## src/rtl/tcm_boot_loader.sv

```systemverilog
// Boot loader: copies a program image from SPI NOR flash (READ 0x03, mode 0)
// into the SCR1 TCM, holding the core in reset until the last word is written.
//
// state | meaning
// IDLE  | waiting for start, core held in reset
// CMD   | shifting out READ opcode and 24-bit flash address
// DATA  | shifting in one 32-bit image word
// WRITE | word presented to TCM, SCK paused, CS kept low
// DONE  | image loaded, core released
module tcm_boot_loader #(
    parameter int          TCM_AW     = 14,
    parameter int          BOOT_WORDS = 1024,
    parameter logic [23:0] FLASH_BASE = 24'h000000,
    parameter int          SCK_DIV    = 2
) (
    input  logic              clk_i,
    input  logic              rst_i,
    input  logic              start_i,
    output logic              spi_sck_o,
    output logic              spi_cs_n_o,
    output logic              spi_mosi_o,
    input  logic              spi_miso_i,
    output logic              tcm_we_o,
    output logic [TCM_AW-1:0] tcm_addr_o,
    output logic [31:0]       tcm_wdata_o,
    input  logic              tcm_ready_i,
    output logic              core_rst_o,
    output logic              busy_o,
    output logic              done_o
);

    localparam int                DIV_W     = (SCK_DIV > 1) ? $clog2(SCK_DIV) : 1;
    localparam logic [DIV_W-1:0]  DIV_LAST  = DIV_W'(SCK_DIV - 1);
    localparam logic [TCM_AW-1:0] LAST_WORD = TCM_AW'(BOOT_WORDS - 1);
    localparam logic [31:0]       READ_CMD  = {8'h03, FLASH_BASE};

    typedef enum logic [2:0] {
        ST_IDLE,
        ST_CMD,
        ST_DATA,
        ST_WRITE,
        ST_DONE
    } state_t;

    state_t            state;
    state_t            state_nxt;
    logic [DIV_W-1:0]  div_cnt;
    logic              sck;
    logic [4:0]        bit_cnt;
    logic [31:0]       tx_sr;
    logic [31:0]       rx_sr;
    logic [TCM_AW-1:0] word_cnt;

    logic shifting;
    logic div_wrap;
    logic sck_rise;
    logic sck_fall;
    logic last_bit;
    logic start_load;
    logic accept;

    always_comb begin
        shifting   = (state == ST_CMD) || (state == ST_DATA);
        div_wrap   = shifting && (div_cnt == DIV_LAST);
        sck_rise   = div_wrap && !sck;
        sck_fall   = div_wrap && sck;
        last_bit   = sck_fall && (bit_cnt == 5'd0);
        start_load = start_i && ((state == ST_IDLE) || (state == ST_DONE));
        accept     = (state == ST_WRITE) && tcm_ready_i;
    end

    always_ff @(posedge clk_i or posedge rst_i) begin
        if (rst_i) begin
            state <= ST_IDLE;
        end else begin
            state <= state_nxt;
        end
    end

    always_comb begin
        state_nxt  = state;
        spi_cs_n_o = 1'b1;
        spi_mosi_o = 1'b0;
        tcm_we_o   = 1'b0;
        core_rst_o = 1'b1;
        busy_o     = 1'b0;
        done_o     = 1'b0;
        case (state)
            ST_IDLE: begin
                if (start_load) state_nxt = ST_CMD;
            end
            ST_CMD: begin
                spi_cs_n_o = 1'b0;
                spi_mosi_o = tx_sr[31];
                busy_o     = 1'b1;
                if (last_bit) state_nxt = ST_DATA;
            end
            ST_DATA: begin
                spi_cs_n_o = 1'b0;
                busy_o     = 1'b1;
                if (last_bit) state_nxt = ST_WRITE;
            end
            ST_WRITE: begin
                spi_cs_n_o = 1'b0;
                tcm_we_o   = 1'b1;
                busy_o     = 1'b1;
                if (accept) state_nxt = (word_cnt == LAST_WORD) ? ST_DONE : ST_DATA;
            end
            ST_DONE: begin
                core_rst_o = 1'b0;
                done_o     = 1'b1;
                if (start_load) state_nxt = ST_CMD;
            end
            default: state_nxt = ST_IDLE;
        endcase
    end

    // Bit counter is a 5-bit down-counter; it wraps 0 -> 31 on the last
    // falling edge, so it is already primed for the next 32-bit phase.
    always_ff @(posedge clk_i or posedge rst_i) begin
        if (rst_i) begin
            div_cnt     <= '0;
            sck         <= 1'b0;
            bit_cnt     <= 5'd31;
            tx_sr       <= '0;
            rx_sr       <= '0;
            word_cnt    <= '0;
            tcm_wdata_o <= '0;
        end else if (start_load) begin
            div_cnt  <= '0;
            sck      <= 1'b0;
            bit_cnt  <= 5'd31;
            tx_sr    <= READ_CMD;
            rx_sr    <= '0;
            word_cnt <= '0;
        end else if (shifting) begin
            div_cnt <= div_wrap ? '0 : div_cnt + 1'b1;
            if (div_wrap) sck <= ~sck;
            if (sck_rise) rx_sr <= {rx_sr[30:0], spi_miso_i};
            if (sck_fall) begin
                tx_sr   <= {tx_sr[30:0], 1'b0};
                bit_cnt <= bit_cnt - 5'd1;
            end
            // Flash bytes arrive MSB first; the first byte lands in the low lane.
            if (last_bit && (state == ST_DATA)) begin
                tcm_wdata_o <= {rx_sr[7:0], rx_sr[15:8], rx_sr[23:16], rx_sr[31:24]};
            end
        end else if (accept && (word_cnt != LAST_WORD)) begin
            word_cnt <= word_cnt + 1'b1;
        end
    end

    assign spi_sck_o  = sck;
    assign tcm_addr_o = word_cnt;

endmodule

```

## config.mk

```make
export PLATFORM = sky130hd
export DESIGN_NAME = tcm_boot_loader
export DESIGN_NICKNAME = d
export VERILOG_FILES = /design/src/rtl/tcm_boot_loader.sv
export SDC_FILE = /design/constraint.sdc
export NUM_CORES = 1
export LEC_CHECK = 0
export CAP_MARGIN = 20
export CORE_MARGIN = 1
export CORE_UTILIZATION = 56
export CTS_BUF_LIST = sky130_fd_sc_hd__clkbuf_8
export DETAILED_ROUTE_END_ITERATION = 10
export PLACE_DENSITY = 0.92
export SETUP_SLACK_MARGIN = 0.3
export SLEW_MARGIN = 40
export SYNTH_ARGS = -nofsm -noshare
export SYNTH_HDL_FRONTEND = slang
export SYNTH_SLANG_ARGS = --single-unit
```

## constraint.sdc

```tcl
create_clock -name clk_i -period 4.2 [get_ports clk_i]
set_clock_uncertainty 0.2 [all_clocks]
set_input_delay 1.26 -clock clk_i [delete_from_list [all_inputs] [get_ports clk_i]]
set_output_delay 1.26 -clock clk_i [all_outputs]
set_load 0.03 [all_outputs]
```

==> reports/qor.yml <==
area_delta_synth_final_pct: 21.20
drc_errors: 0
cts-hold-fix-buffers: 0
path_clk_slew_ns: 0.10
ys_seq_area_share_pct: 58.12
clk_latency_ns: 0.36
antenna_cells: 0
synth_top_area_share_pct: 54.95
maxCapViolCount: 0
synth_cells: 394
r2r-end: "tcm_wdata_o[6]$_DFFE_PP0P_"
cp.arrival_ns: 2.07
syn_area_um2: 4144
grt_start_max_net_pins: 97
rows: 30
critPathMaxFanout: 15
crit_type: "reg -> out"
clock_sinks: 96
powerDensity_nw_per_um2: 413.6
fin_area_um2: 5022
post-route-min-period_ns: 3.528
dieArea_um2: 7748
cts_root_buf: "clkbuf_8"
cp_cell_sequence: "nor2_1 -> nor2_1 -> inv_1 -> clkdlybuf4s50_1"
peakVddDrop_v: 0.0004166
antenna_left: 0
worst_pin_slew_ns: 0.6207
synth-main-ff-cell: "dfrtp_1"
vias: 3111
cp_slowest_cell: "clkdlybuf4s50_1"
avgSynthCellArea_um2: 10.52
die_h_um: 88.02
grt_antenna_before_repair: 0
outcome: "finished, final reports clean"
cp_common_cell: "nor2_1"
postCtsResizedCells: 0
grt_pass1_wl_um: 14030
relSlewSlack_pct: 58.57
wl_per_cell_um: 15.31
coreArea_um2: 6982
synth_fp_nets: 401
via_per_inst: 5.719
final_util_pct: 71.94
synth_area_leaders: "dfrtp_1 (55%), mux2_2 (8.7%), nand2_1 (8.2%)"
num_io_pins: 58
critPathLaunchType: "flop"
crit_start: "state[0]$_DFFE_PP0P_"
synth_cell_types: 45
io_buffers: 57
post-route-period-util_pct: 84.00
clockBufferDepth: 2
totalPowerFinal_mw: 2.077
drive_gt1_share_pct: 15.18
fmax_ghz: 0.2834
die_w_um: 88.02
worst_hold_slack_ns: 0.3061
crit_end: "spi_cs_n_o"
setup_viol: 0
yosys_register_bits: 96
ff2ff_setup_slack_ns: 1.75
rr_startpoint: "state[0]$_DFFE_PP0P_"
pre_cts_slack_ns: 0.6758
synthArstFlopShare_pct: 100.0
totalWireLength_um: 8328
dr.pass1.iters: 4
rsz0062_at_grt: "no"
hold_viol_final: 0
postCtsSetupBuffers: 0
yosysTopAreaCell: "dfrtp_1"
dpl.hpwl_um: 5286
gp_congestion: 0.8621
drtIter0Drc: 286
netlist_top_cells_count: "dfrtp_1 (91), nand2_1 (91), a21oi_1 (44)"
layout_setup_ws_ns: 0.6720
postPlaceCellArea_um2: 4798
track_usage_pct: 23.38
min_path_type: "reg -> reg"
yosysWarnings: 0
dp.cells: 528
nets: 450
cts_max_level: 3
cts_tree: "built"
final_cells: 544
synth_edf_count: 0
slowest_delay_ns: 0.66
setup_tns_ns: 0
p_leak_nw: 2.162
crit_required_ns: 2.74
end_kind: "output pin"
grt-ovfl-total: 0
numCtsBuffers: 9
reg2reg_depth: 5
start_util_pct: 59.35
slew_violations: 0
grt_pass1_vias: 2968
## cell type report
cell class	count	area (um^2)
clock buffer	9	123.9
clock inverter	7	86.33
fill	506	1959
inverter	8	33.78
multi-input combinational	266	1629
sequential	96	2409
tap	96	120.1
timing repair buffer	62	620.6
## critical path: cells and delay by family (launching register included)
family        cells  cell delay [ns]
buf+inv           2             0.72
flops             1             0.55
simple gates      2             0.44
## state kept, by name (all words and copies together), names as in the netlist
name	count
div_cnt	1
tcm_addr_o	14
state	3
spi_sck_o	1
tcm_wdata_o	32
bit_cnt	5
tx_sr	8
rx_sr	32
## power by group
part,leakage [nW],switching (mW),internal (mW)
registers,1.31,0.0594,0.982
clock network,0.104,0.348,0.288
logic,0.749,0.290,0.111
## worst min path at each step
stage	from	end	slack (ns)	cells past startpoint
6_report	tx_sr[28]$_DFFE_PP0P_	tx_sr[29]$_DFFE_PP0P_	0.31	2
5_1_grt	tcm_wdata_o[6]$_DFFE_PP0P_	tcm_wdata_o[6]$_DFFE_PP0P_	0.33	1
4_1_cts	tx_sr[27]$_DFFE_PP0P_	tx_sr[28]$_DFFE_PP0P_	0.31	2
3_5_place_dp	tx_sr[29]$_DFFE_PP0P_	tx_sr[30]$_DFFE_PP0P_	0.29	2
3_3_place_gp	tx_sr[25]$_DFFE_PP0P_	tx_sr[26]$_DFFE_PP0P_	0.26	2
2_1_floorplan	tx_sr[24]$_DFFE_PP0P_	tx_sr[25]$_DFFE_PP0P_	0.24	2
## layout by cell type, fill, tap and decap left out, drive strengths merged, types with 2 or more instances in the layout
cell,synthesis,final
and3,3,3
clkinvlp,0,2
or4,4,4
nand2b,2,2
nor2,6,6
o211ai,3,3
inv,8,10
nand3,9,9
buf,8,5
nand3b,2,2
and2,2,2
mux2i,3,3
nor4,3,3
o21ai,16,16
nand4,4,4
o31a,2,2
clkdlybuf4s50,0,57
clkinv,0,2
nand2,91,91
o31ai,6,6
or3,5,5
and4,4,4
dfrtp,91,91
nor3,5,5
clkbuf,16,9
dfstp,5,5
xnor2,4,4
a21oi,44,44
mux2,33,33
ha,2,2
## logic make-up (layout without fill, tap and decap cells)
family / Yosys count / in the layout / share of synthesized area (%)
compound gates: 77 / 77 / 10.42
xor+xnor: 4 / 4 / 0.8453
mux: 36 / 36 / 9.692
buf+inv: 32 / 86 / 3.110
fa+ha+maj: 2 / 2 / 0.6038
flops: 96 / 96 / 58.12
simple gates: 147 / 147 / 17.21
## per-layer routing
layer / vias up / wire length, um / GRT usage, %
met5: - / 0 / 0
met4: 0 / 99 / 8.065
met3: 12 / 330 / 3.299
met2: 85 / 4141 / 39.11
met1: 1548 / 3756 / 31.59
li1: 1466 / - / -
(Power assumes the default switching activity.)
